==> config.mk <==
export PLATFORM = sky130hd
export DESIGN_NAME = gpu_rs232_ram_bridge_flat
export DESIGN_NICKNAME = d
export VERILOG_FILES = /design/src/rtl/gpu_rs232_ram_bridge_pkg.sv /design/src/rtl/gpu_rs232_ram_bridge_if.sv /design/src/rtl/gpu_rs232_ram_bridge.sv /design/src/flat_wrapper.sv
export SDC_FILE = /design/constraint.sdc
export NUM_CORES = 1
export LEC_CHECK = 0
export BUFFER_PORTS_ARGS = -buffer_cell sky130_fd_sc_hd__buf_2
export CORE_MARGIN = 2
export CORE_UTILIZATION = 40
export CTS_CLUSTER_DIAMETER = 50
export DETAILED_ROUTE_END_ITERATION = 16
export GPL_ROUTABILITY_DRIVEN = 0
export PLACE_DENSITY = 0.69
export SETUP_SLACK_MARGIN = 0.4
export SYNTH_ARGS = -nofsm -noshare
export SYNTH_HDL_FRONTEND = slang
export SYNTH_SLANG_ARGS = --single-unit
export TNS_END_PERCENT = 50
==> constraint.sdc <==
create_clock -name clk -period 4 [get_ports clk]
set_input_delay 0 -clock clk [delete_from_list [all_inputs] [get_ports clk]]
set_output_delay 0 -clock clk [all_outputs]
set_load 0.005 [all_outputs]
==> src/rtl/gpu_rs232_ram_bridge_pkg.sv <==
`default_nettype none
// ============================================================================
// Module  : gpu_bridge_pkg
// Purpose : Command codes, state encoding and length helper for the RS232 bridge.
// Revision: 1.0 - initial release
// ============================================================================
package gpu_bridge_pkg;

    localparam logic [7:0] CMD_WRITE = 8'h57;
    localparam logic [7:0] CMD_READ  = 8'h52;

    typedef enum logic [3:0] {
        IDLE  = 4'd0,
        A2    = 4'd1,
        A1    = 4'd2,
        A0    = 4'd3,
        LEN   = 4'd4,
        WDATA = 4'd5,
        RREQ  = 4'd6,
        RWAIT = 4'd7,
        RSEND = 4'd8
    } state_t;

    // A LEN byte of zero encodes a full 256-byte transfer.
    function automatic logic [8:0] len_to_count(input logic [7:0] len);
        return (len == 8'd0) ? 9'd256 : {1'b0, len};
    endfunction

endpackage
`default_nettype wire

==> src/rtl/gpu_rs232_ram_bridge_if.sv <==
`default_nettype none
// ============================================================================
// Module  : gpu_rs232_ram_bridge_if
// Purpose : RS232 rx/tx byte streams plus RAM port B, as seen by the bridge.
// Revision: 1.0 - initial release
// ============================================================================
interface gpu_rs232_ram_bridge_if #(
    parameter int ADDR_W = 20
) ();
    logic              rx_valid;
    logic [7:0]        rx_data;
    logic [7:0]        tx_data;
    logic              tx_valid;
    logic              tx_ready;
    logic [ADDR_W-1:0] addr_b;
    logic [7:0]        data_in_b;
    logic              wr_en_b;
    logic [7:0]        data_out_b;

    modport master (
        input  rx_valid, rx_data, tx_ready, data_out_b,
        output tx_data, tx_valid, addr_b, data_in_b, wr_en_b
    );

    modport slave (
        output rx_valid, rx_data, tx_ready, data_out_b,
        input  tx_data, tx_valid, addr_b, data_in_b, wr_en_b
    );
endinterface
`default_nettype wire

==> src/rtl/gpu_rs232_ram_bridge.sv <==
`default_nettype none
// ============================================================================
// Module  : gpu_rs232_ram_bridge
// Purpose : Turns RS232 command packets into RAM port-B writes and block reads.
// Revision: 1.0 - initial release
// ============================================================================
module gpu_rs232_ram_bridge
    import gpu_bridge_pkg::*;
#(
    parameter int ADDR_W         = 20,
    parameter int RD_LATENCY     = 2,
    parameter int TIMEOUT_CYCLES = 2_500_000
) (
    input  logic                          clk,
    input  logic                          rst_n,
    gpu_rs232_ram_bridge_if.master        bus,
    output logic                          busy,
    output logic                          err
);

    localparam int TO_W   = $clog2(TIMEOUT_CYCLES + 1);
    localparam int WAIT_W = $clog2(RD_LATENCY + 2);
    localparam logic [TO_W-1:0]   TO_LAST   = TO_W'(TIMEOUT_CYCLES - 1);
    localparam logic [WAIT_W-1:0] WAIT_LOAD = WAIT_W'(RD_LATENCY);

    state_t              state_q,     state_d;
    logic [ADDR_W-1:0]   addr_q,      addr_d;
    logic [8:0]          cnt_q,       cnt_d;
    logic                is_read_q,   is_read_d;
    logic [WAIT_W-1:0]   wait_q,      wait_d;
    logic [TO_W-1:0]     to_q,        to_d;
    logic [7:0]          tx_data_q,   tx_data_d;
    logic                tx_valid_q,  tx_valid_d;
    logic [7:0]          data_in_q,   data_in_d;
    logic                wr_en_q,     wr_en_d;
    logic                err_q,       err_d;

    always_comb begin
        state_d    = state_q;
        addr_d     = addr_q;
        cnt_d      = cnt_q;
        is_read_d  = is_read_q;
        wait_d     = wait_q;
        to_d       = '0;
        tx_data_d  = tx_data_q;
        tx_valid_d = tx_valid_q;
        data_in_d  = data_in_q;
        wr_en_d    = 1'b0;
        err_d      = 1'b0;

        // The write address advances the cycle after its write strobe.
        if (wr_en_q) begin
            addr_d = addr_q + 1'b1;
        end

        case (state_q)
            IDLE: begin
                if (bus.rx_valid) begin
                    if (bus.rx_data == CMD_WRITE || bus.rx_data == CMD_READ) begin
                        is_read_d = (bus.rx_data == CMD_READ);
                        addr_d    = '0;
                        state_d   = A2;
                    end else begin
                        err_d = 1'b1;
                    end
                end
            end

            A2, A1, A0, LEN, WDATA: begin
                if (bus.rx_valid) begin
                    if (state_q == A2 || state_q == A1 || state_q == A0) begin
                        // Shifting in 24 address bits leaves only the low ADDR_W.
                        addr_d  = {addr_q[ADDR_W-9:0], bus.rx_data};
                        state_d = (state_q == A2) ? A1 : (state_q == A1) ? A0 : LEN;
                    end else if (state_q == LEN) begin
                        cnt_d   = len_to_count(bus.rx_data);
                        state_d = is_read_q ? RREQ : WDATA;
                    end else begin
                        data_in_d = bus.rx_data;
                        wr_en_d   = 1'b1;
                        cnt_d     = cnt_q - 9'd1;
                        if (cnt_q == 9'd1) begin
                            state_d = IDLE;
                        end
                    end
                end else if (to_q == TO_LAST) begin
                    err_d   = 1'b1;
                    state_d = IDLE;
                end else begin
                    to_d = to_q + 1'b1;
                end
            end

            RREQ: begin
                wait_d  = WAIT_LOAD;
                state_d = RWAIT;
            end

            RWAIT: begin
                // Latch as the counter reaches zero so tx_valid rises RD_LATENCY+1 after RREQ.
                wait_d = wait_q - 1'b1;
                if (wait_q <= WAIT_W'(1)) begin
                    tx_data_d  = bus.data_out_b;
                    tx_valid_d = 1'b1;
                    state_d    = RSEND;
                end
            end

            RSEND: begin
                if (tx_valid_q && bus.tx_ready) begin
                    tx_valid_d = 1'b0;
                    addr_d     = addr_q + 1'b1;
                    cnt_d      = cnt_q - 9'd1;
                    state_d    = (cnt_q == 9'd1) ? IDLE : RREQ;
                end
            end

            default: begin
                state_d = IDLE;
            end
        endcase
    end

    always_ff @(posedge clk) begin
        if (!rst_n) begin
            state_q    <= IDLE;
            addr_q     <= '0;
            cnt_q      <= '0;
            is_read_q  <= 1'b0;
            wait_q     <= '0;
            to_q       <= '0;
            tx_data_q  <= '0;
            tx_valid_q <= 1'b0;
            data_in_q  <= '0;
            wr_en_q    <= 1'b0;
            err_q      <= 1'b0;
        end else begin
            state_q    <= state_d;
            addr_q     <= addr_d;
            cnt_q      <= cnt_d;
            is_read_q  <= is_read_d;
            wait_q     <= wait_d;
            to_q       <= to_d;
            tx_data_q  <= tx_data_d;
            tx_valid_q <= tx_valid_d;
            data_in_q  <= data_in_d;
            wr_en_q    <= wr_en_d;
            err_q      <= err_d;
        end
    end

    assign bus.addr_b    = addr_q;
    assign bus.data_in_b = data_in_q;
    assign bus.wr_en_b   = wr_en_q;
    assign bus.tx_data   = tx_data_q;
    assign bus.tx_valid  = tx_valid_q;
    assign busy          = (state_q != IDLE);
    assign err           = err_q;

endmodule
`default_nettype wire

==> src/flat_wrapper.sv <==
// flat-port wrapper written by rule: the top's interface ports become plain ports
module gpu_rs232_ram_bridge_flat import gpu_bridge_pkg::*;
#(
    parameter int ADDR_W         = 20,
    parameter int RD_LATENCY     = 2,
    parameter int TIMEOUT_CYCLES = 2_500_000
)
  (clk, rst_n, busy, err, bus_rx_valid, bus_rx_data, bus_tx_ready, bus_data_out_b, bus_tx_data, bus_tx_valid, bus_addr_b, bus_data_in_b, bus_wr_en_b);
  gpu_rs232_ram_bridge_if #(.ADDR_W(ADDR_W)) bus_i ();
  input  logic clk;
  input  logic rst_n;
  output logic busy;
  output logic err;
  input wire logic [$bits(bus_i.rx_valid)-1:0] bus_rx_valid;
  input wire logic [$bits(bus_i.rx_data)-1:0] bus_rx_data;
  input wire logic [$bits(bus_i.tx_ready)-1:0] bus_tx_ready;
  input wire logic [$bits(bus_i.data_out_b)-1:0] bus_data_out_b;
  output wire logic [$bits(bus_i.tx_data)-1:0] bus_tx_data;
  output wire logic [$bits(bus_i.tx_valid)-1:0] bus_tx_valid;
  output wire logic [$bits(bus_i.addr_b)-1:0] bus_addr_b;
  output wire logic [$bits(bus_i.data_in_b)-1:0] bus_data_in_b;
  output wire logic [$bits(bus_i.wr_en_b)-1:0] bus_wr_en_b;
  assign bus_i.rx_valid = bus_rx_valid;
  assign bus_i.rx_data = bus_rx_data;
  assign bus_i.tx_ready = bus_tx_ready;
  assign bus_i.data_out_b = bus_data_out_b;
  assign bus_tx_data = bus_i.tx_data;
  assign bus_tx_valid = bus_i.tx_valid;
  assign bus_addr_b = bus_i.addr_b;
  assign bus_data_in_b = bus_i.data_in_b;
  assign bus_wr_en_b = bus_i.wr_en_b;
  gpu_rs232_ram_bridge #(.ADDR_W(ADDR_W), .RD_LATENCY(RD_LATENCY), .TIMEOUT_CYCLES(TIMEOUT_CYCLES)) u_core (.clk(clk), .rst_n(rst_n), .bus(bus_i), .busy(busy), .err(err));
endmodule
# After elaboration in Yosys (flattened, before gate mapping)
# Index checks and enable logic that the tools add are counted.
dict set report classes {
  mux 37
  addsub 4
  n_eq_ne 20
  bitwise_logic 5
  order_cmp 1
  n_reduce_logical 19
}
# operator count
set ops {}
lappend ops {{2-to-1 mux 20 bit} 6}
lappend ops {{one-hot mux 20 bit (3 select lines)} 1}
lappend ops {{2-to-1 mux 9 bit} 5}
lappend ops {{2-to-1 mux 4 bit} 10}
lappend ops {{adder 22 x 1 -> 22 bit (second input constant)} 1}
lappend ops {{equality test 22 bit (second input constant)} 1}
lappend ops {{adder 20 x 1 -> 20 bit (second input constant)} 1}
lappend ops {{one-hot mux 4 bit (5 select lines)} 1}
lappend ops {{one-hot mux 9 bit (2 select lines)} 1}
lappend ops {{equality test 4 x 3 -> 1 bit (second input constant)} 4}
lappend ops {{equality test 8 x 7 -> 1 bit (second input constant)} 2}
lappend ops {{equality test 9 x 1 -> 1 bit (second input constant)} 1}
lappend ops {{subtractor 9 x 1 -> 9 bit (second input constant)} 1}
lappend ops {{equality test 4 x 2 -> 1 bit (second input constant)} 2}
lappend ops {{logical NOT 8 bit} 1}
lappend ops {{AND reduction 4 bit} 2}
lappend ops {{OR reduction 4 bit} 2}
lappend ops {{2-to-1 mux 1 bit} 7}
lappend ops {{2-to-1 mux 3 bit} 2}
lappend ops {{inequality test 2 x 1 -> 1 bit (second input constant)} 3}
lappend ops {{inequality test 2 bit (second input constant)} 3}
lappend ops {{AND reduction 3 bit} 2}
lappend ops {{AND reduction 6 bit} 1}
lappend ops {{nonzero test 2 bit} 3}
lappend ops {{other kinds (16)} 23}
dict set report totals {
  inputBits 20
  reg_bits 77
  wordCells 97
}

# Logic depth before layout (Yosys ltp)
# Gate-level depths: netlist of run 1.
dict set report logic_depth {
  word_depth 6
  mapped_depth 8
}

# Least setup slack after synthesis of run 1
# Ideal clock, no wire load.
dict set report synth_timing {
  kind {register -> register}
  start {reg u_core.state_q[1]}
  end {reg u_core.addr_q[17] (netlist: u_core.bus.addr_b[17])}
  slack_ps 2016
  stages_incl_launch_ff 8
  setup_ps 58
  t_arrival_ps 1926
  path_cell_list {dfxtp_1 buf_6 or4b_4 or2_0 clkbuf_2 or4_1 nand3_1 o21a_1}
}
dict set report synth_via {
  elab_chain_cells 6
  word_cells_on_any_way 13
  cone_classes {eq/ne (6); mux (3); reduce/logical (4)}
}
# item line
set synth_lines {}
lappend synth_lines {{start: declaration} gpu_rs232_ram_bridge.sv:26} ;# state_t state_q, state_d;
lappend synth_lines {{start signal: assignment} gpu_rs232_ram_bridge.sv:138} ;# state_q <= state_d;
lappend synth_lines {{equality test 4 x 1 -> 1 bit or equality test 4 x 2 -> 1 bit (tied branches)} {gpu_rs232_ram_bridge.sv:56, gpu_rs232_ram_bridge.sv:71}}
lappend synth_lines {{logical OR 1 bit (2 in a row)} gpu_rs232_ram_bridge.sv:71} ;# if (state_q == A2 || state_q == A1 || state_q == A0) begin
lappend synth_lines {{2-to-1 mux 20 bit} gpu_rs232_ram_bridge.sv:71}
lappend synth_lines {{2-to-1 mux 20 bit} gpu_rs232_ram_bridge.sv:70} ;# if (bus.rx_valid) begin
lappend synth_lines {{one-hot mux 20 bit (3 select lines) (*)} gpu_rs232_ram_bridge.sv:56} ;# case (state_q)
lappend synth_lines {{end signal: assignment} gpu_rs232_ram_bridge.sv:139} ;# addr_q <= addr_d;
lappend synth_lines {{end: declaration} gpu_rs232_ram_bridge.sv:27} ;# logic [ADDR_W-1:0] addr_q, addr_d;
# Mark *: on every way between the ends. The rest lies on a longest branch, timed or not.
# A chain may end at the register's enable or synchronous reset.

# Worst setup path after layout of run 1
dict set report layout_timing {
  start {reg u_core.state_q[3]}
  end {reg u_core.cnt_q[6]}
}
dict set report layout_via {
  elab_chain_cells 5
  word_cells_on_any_way 18
  cone_classes {eq/ne (9); mux (4); reduce/logical (5)}
}
# item line
set layout_lines {}
lappend layout_lines {{equality test 4 x 3 -> 1 bit (tied with other cells)} {gpu_rs232_ram_bridge.sv:56, gpu_rs232_ram_bridge.sv:75}}
lappend layout_lines {{2-to-1 mux 9 bit or logical OR 1 bit (tied branches)} {gpu_rs232_ram_bridge.sv:75, gpu_rs232_ram_bridge.sv:71}}
lappend layout_lines {{2-to-1 mux 9 bit or logical OR 1 bit (tied branches)} gpu_rs232_ram_bridge.sv:71}
lappend layout_lines {{2-to-1 mux 9 bit or inequality test 2 bit (tied branches)} --}
lappend layout_lines {{one-hot mux 9 bit (2 select lines) or AND reduction 4 bit (tied branches)} --}
lappend layout_lines {{end signal: assignment} gpu_rs232_ram_bridge.sv:140} ;# cnt_q <= cnt_d;
lappend layout_lines {{end: declaration} gpu_rs232_ram_bridge.sv:28} ;# logic [8:0] cnt_q, cnt_d;
# Several ways; a longest one is shown, not always the timed one. The select of a mux whose other input is x is not followed.

==> results.toml, run 1 <==
[critical_path]
critical_path_arrival_ps = 2960
r2r_end = "u_core.cnt_q[6]"
regToRegSetupSlack_ps = 1300
cp.required_ps = 4260
worstSetupPathType = "reg -> reg"
critPathMaxFanout = 16
crit_path_end_kind = "flop"
reg2reg_from = "u_core.state_q[3]"
r2r_cells = 4
crit_path_start_kind = "flop"

[pwr]
power_frac_clock = 0.378
power.leakage_uw = 0.00178
ir_worst_vdd_mv = 0.200
powerDensity_nw_per_um2 = 304
combPwrFrac = 0.105
p_switching_uw = 427
power.internal_uw = 1130
swShare = 0.275
p_total_uw = 1560
pwr-share-seq = 0.517

[drt]
drtAntennaViolNets = 0
routed_wl_um = 12400
drt_pass1_iterations = 6
wl_per_cell_um = 16.6
via_count = 4396
drt_iter0_drc = 476
drc = 0
viasPerCell = 5.88

[floorplan]
die_w_um = 110
core_um2 = 10900
die_area_um2 = 12000
rows = 38
pin_count = 60
start_util = 0.411
die_h_um = 110

[synthesis]
ys_async_sr_fraction = 0
synth_area_um2 = 4470
yosysTopAreaCellShare = 0.345
avgSynthCellArea_um2 = 8.05
syn_inst = 556
ys_ff_latch = 77
yosysTopAreaCell = "dfxtp_1"
synth_edf_count = 0
yosysUniqueCellTypes = 60
ys_warn_count = 0
yosysSeqAreaShare = 0.345
synth_area_leaders = "dfxtp_1 (34%), nor2_1 (5.1%), xnor2_1 (5.1%)"
synth_nets = 581
synth_flop_cell = "dfxtp_1"

[sta]
post-route-period-util = 0.676
finalClockSkew_ps = 7.74
finalCriticalPeriod_ps = 2700
setup_viol = 0
post-route-worst-setup-slack_ps = 1300
setup_tns_ps = 0
slew-limit-headroom = 0.226
worst_pin_slew_ps = 1150
hold_viol = 0
rsz0062_at_grt = "no"
max_freq_mhz = 370
finalMaxSlewViolations = 0

[layout]
final_area_um2 = 5120
antenna_cells = 0
final_cell_mix = "dfxtp_1 (77), nor2_1 (61), buf_2 (59)"
final_cells = 747
nNetsFinal = 628
drive_gt1_frac = 0.148
final_common_cell = "dfxtp_1"
area_delta_synth_final_pct = 14.5

[clocking]
cts_resized = 0
clk_path_buf_depth = 2
cts-htree-levels = 3
cts_tree = "yes"
clockRootBuffer = "clkbuf_8"
clkSlewWorstSetupHoldPaths_ps = 80
post_cts_buffers = 0
cts_inserted_buffers = 9
clock_latency_ps = 360
clkSinkCount = 77
ctsHoldBuffers = 12

[global_routing]
gr-total-overflow = 0
grt_pass1_wl_um = 20000
grt_max_degree = 37
first_global_vias = 4167
grt_use_total = 0.210
antenna_found_initial = 0

[run_status]
status = "completed"

[worst_hold_path]
min_path_cells = 3
min_from = "bus_rx_data[4]"
hold_end = "u_core.bus.data_in_b[4]"
hp-class = "in -> reg"

[placement]
dp_cells = 720
dp_slack_ps = 1320
place_area_um2 = 4810
portBuffers = 59
post-dp-hpwl_um = 8390

[run]
cap_violations = 0
-- worst max-delay path: stages (launching register included) --
cell and delay [ps]:
dfxtp_1 640, or4b_4 560, o22ai_1 860, o21ai_0 210, a221oi_1 320
-- registers in the layout (all words and copies together) (netlist names) --
signal / flops
u_core.bus.wr_en_b: 1
u_core.wait_q: 2
u_core.cnt_q: 9
u_core.bus.tx_valid: 1
u_core.state_q: 4
u_core.to_q: 22
u_core.bus.tx_data: 8
u_core.bus.addr_b: 20
u_core.is_read_q: 1
u_core.err: 1
u_core.bus.data_in_b: 8
-- area by class of cell --
| cell class | count | area (µm²) |
|---|---|---|
| Fill cell | 1035 | 5770 |
| Multi-Input combinational cell | 427 | 2730 |
| Sequential cell | 77 | 1540 |
| Timing Repair Buffer | 74 | 438 |
| Tap cell | 140 | 175 |
| Clock buffer | 10 | 128 |
| Clock inverter | 5 | 62.6 |
| Inverter | 14 | 52.6 |
-- metrics by stage --
step	hold slack, ps	utilization
floorplan	89.8	-
global placement	237	0.442
detailed placement	248	0.442
CTS	6.92	0.470
global route	10.1	0.470
finish	17.3	0.470
-- power groups by stage --
stage	registers (µW)	clock network, µW	logic, µW
after detailed placement	821	0	153
final	804	589	164
after global placement	819	0	148
after CTS	803	599	163
after floorplan	802	0	116
after global routing	806	628	178
-- synth_stat cells, types with 4 or more instances --
cell type,n
o221ai_1,6
ha_1,5
o211ai_1,5
clkbuf_1,27
a22oi_1,4
xor2_1,21
xnor2_1,26
nand3_1,25
nand2_1,49
o221a_2,5
buf_2,7
o21a_1,8
nor4_1,12
dfxtp_1,77
nor3_1,22
and2_1,7
nand2b_1,4
inv_1,14
nor2_1,61
a21oi_1,13
or3_1,5
o21ai_0,26
nand4_1,23
and4_1,9
nor2b_1,11
a21o_1,4
and3_1,10
mux2i_1,20
-- cell families (layout without fill, tap and decap cells) --
logic type,after synthesis,after routing,share of synthesized area
fa+ha+maj,5,5,0.0140
compound gates,98,98,0.153
mux,21,21,0.0473
buf+inv,52,103,0.0476
xor+xnor,47,47,0.0920
simple gates,256,256,0.302
flops,77,77,0.345
-- worst max path at each step --
stage	startpoint	end
after floorplan	u_core.state_q[1]	u_core.bus.addr_b[17]
after global placement	u_core.state_q[3]	u_core.cnt_q[7]
after detailed placement	u_core.state_q[3]	u_core.cnt_q[6]
after CTS	u_core.state_q[3]	u_core.cnt_q[6]
after global routing	u_core.state_q[3]	u_core.cnt_q[4]
final	u_core.state_q[3]	u_core.cnt_q[6]
-- layer usage --
metal	GRT usage	vias up	part of all wire
met5	0	-	0
met4	0.0805	0	0.023
met3	0.0474	25	0.051
met2	0.360	137	0.49
met1	0.254	2135	0.43
li1	-	2099	-
Power figures use the tool's default switching activity.
==> run 2, diff against run 1 <==
ABC_AREA = 1   (was not set)
PLACE_DENSITY = 0.71   (was 0.69)
clock period = 2.3 ns   (was 4 ns; I/O delays follow)
==> run 2 against run 1 <==
Largest power group is now clock. Sequential share of layout area shrank 2.0 points. Worst hold slack is essentially flat. Setup slack lost 750 ps. Core utilization grew 1.6 points. Power grew to 2.6 times the previous value. Highest routed layer unchanged. Clock-buffer cell count shrank 1. Largest cell class unchanged. Die area grew 2.8%. Critical endpoint is now u_core.bus.addr_b[12]. Routed wire length shrank 0.58%. Combinational power grew to 6.0 times the previous value. Final cell count grew 25%.
==> results.toml, run 2 <==
[run_status]
status = "completed"

[synthesis]
yosysSeqAreaShare = 0.335
synth_nets = 742
yosysUniqueCellTypes = 45
yosysMostFrequentCell = "nand2_1"
ys_warn_count = 0
synth_flop_cell = "dfxtp_1"
yosysTopAreaCellShare = 0.335
avgSynthCellArea_um2 = 6.42
ys_ff_latch = 77
ys_async_sr_fraction = 0
syn_inst = 717
synth_edf_count = 0
synth_area_um2 = 4600
yosysTopAreaCell = "dfxtp_1"
synth_area_leaders = "dfxtp_1 (33%), nand2_1 (15%), nand3_1 (7.9%)"
synth_common_cells = "nand2_1 (181), inv_1 (78), dfxtp_1 (77)"

[critical_path]
r2r_cells = 11
worstSetupPathType = "reg -> reg"
cp.required_ps = 2540
critPathMaxFanout = 6
crit_path_end_kind = "flop"
crit_path_start_kind = "flop"
regToRegSetupSlack_ps = 550
reg2reg_from = "u_core.bus.addr_b[0]"
r2r_end = "u_core.bus.addr_b[12]"
critical_path_arrival_ps = 1990

[pwr]
powerDensity_nw_per_um2 = 743
power.internal_uw = 2730
power_frac_clock = 0.386
p_switching_uw = 1360
pwr-share-seq = 0.374
swShare = 0.333
combPwrFrac = 0.240
ir_worst_vdd_mv = 0.504
power.leakage_uw = 0.00228

[sta]
whs_ps = 17.7
hold_viol = 0
slew-limit-headroom = 0.527
setup_viol = 0
max_freq_mhz = 572
rsz0062_at_grt = "yes"
worst_pin_slew_ps = 709
setup_tns_ps = 0
finalMaxSlewViolations = 0
finalCriticalPeriod_ps = 1750
finalClockSkew_ps = 7.08
post-route-period-util = 0.761

[placement]
portBuffers = 59
dp_cells = 906
place_area_um2 = 5020
post-dp-hpwl_um = 8770

[drt]
drt_pass1_iterations = 5
drc = 0
viasPerCell = 5.13
drtAntennaViolNets = 0
wl_per_cell_um = 13.2
via_count = 4797
routed_wl_um = 12300
drt_iter0_drc = 362

[clocking]
clkSinkCount = 77
cts_inserted_buffers = 9
cts-htree-levels = 3
clockRootBuffer = "clkbuf_16"
clkSlewWorstSetupHoldPaths_ps = 60
cts_tree = "yes"
clk_path_buf_depth = 2
clock_latency_ps = 340

[floorplan]
die_area_um2 = 12400
pin_count = 60
die_h_um = 111
core_um2 = 11300
rows = 39
start_util = 0.407
die_w_um = 111

[layout]
regArea_um2 = 1550
final_cell_mix = "nand2_1 (178), inv_1 (78), dfxtp_1 (74)"
drive_gt1_frac = 0.165
final_common_cell = "nand2_1"
multiInputGateArea_um2 = 2660
final_cells = 936
area_delta_synth_final_pct = 19.6
nNetsFinal = 813
final_area_um2 = 5510
largest_reg_flops = 22
regMostFlops = "u_core.to_q"
antenna_cells = 0
fillCellCount = 1182

[worst_hold_path]
min_from = "bus_rx_data[4]"
hold_end = "u_core.bus.data_in_b[4]"
min_path_cells = 3
hp-class = "in -> reg"

[run]
cap_violations = 0

[global_routing]
antenna_found_initial = 0
grt_pass1_wl_um = 20600
gr-total-overflow = 0
first_global_vias = 4439
grt_use_total = 0.202
grt_max_degree = 34
## run 2: how the worst max path moves through the flow
stage	slack, ps	end	startpoint
after CTS	440	u_core.state_q[2]	u_core.state_q[1]
after global routing	390	u_core.bus.addr_b[12]	u_core.bus.addr_b[0]
final	550	u_core.bus.addr_b[12]	u_core.bus.addr_b[0]
after detailed placement	480	u_core.state_q[1]	u_core.state_q[1]
after floorplan	680	u_core.bus.addr_b[14]	u_core.bus.addr_b[1]
after global placement	460	u_core.bus.addr_b[12]	u_core.bus.addr_b[1]
## run 2: metrics by stage
step | utilization | setup WS [ps] | total power, µW
floorplan | - | 684 | 2210
global placement | 0.444 | 461 | 2470
detailed placement | 0.444 | 481 | 2480
CTS | 0.483 | 442 | 4090
global route | 0.486 | 391 | 4310
finish | 0.486 | 550 | 4090
## run 2: per-layer routing
layer	track usage	share of wire
met1	0.261	0.46
met2	0.339	0.47
met3	0.0465	0.065
met4	0.0576	0.010
met5	0	0
## run 2: power by group through the flow
stage	logic, µW	registers [µW]	clock network (µW)
6_report	981	1530	1580
5_1_grt	1100	1540	1670
4_1_cts	945	1530	1620
3_5_place_dp	925	1560	0
3_3_place_gp	913	1560	0
2_1_floorplan	666	1540	0
## run 2: cells by family after synthesis
logic type / share of synthesized area
adder cells (fa/ha/maj): 0.0136
AO/OA/AOI/OAI: 0.155
buffers and inverters: 0.0910
XOR/XNOR: 0.0171
AND/OR/NAND/NOR: 0.389
flip-flops: 0.335
## run 2: worst max-delay path: stages (launching register included)
cell      delay, ps
dfxtp_1         410
ha_1            190
nand2_1         100
nor2_2          170
nand2_2         130
nor2_1          150
nand2_1          90
nand3_1          90
o21ai_0          70
nand3b_1        150
nand2_1          60
inv_1            30
## run 2: area by class of cell
| class | instances | area share |
|---|---|---|
| tap | 143 | 0.0325 |
| timing repair buffer | 78 | 0.0845 |
| clock inverter | 7 | 0.0186 |
| clock buffer | 9 | 0.0409 |
| sequential | 77 | 0.281 |
| multi-input combinational | 535 | 0.483 |
| inverter | 87 | 0.0600 |
## run 2: timing repair
action	CTS	global route
setup endpoints to repair	0	35
gates resized for setup	0	12
buffers inserted	0	3
hold endpoints to repair	11	0
hold buffers	11	0
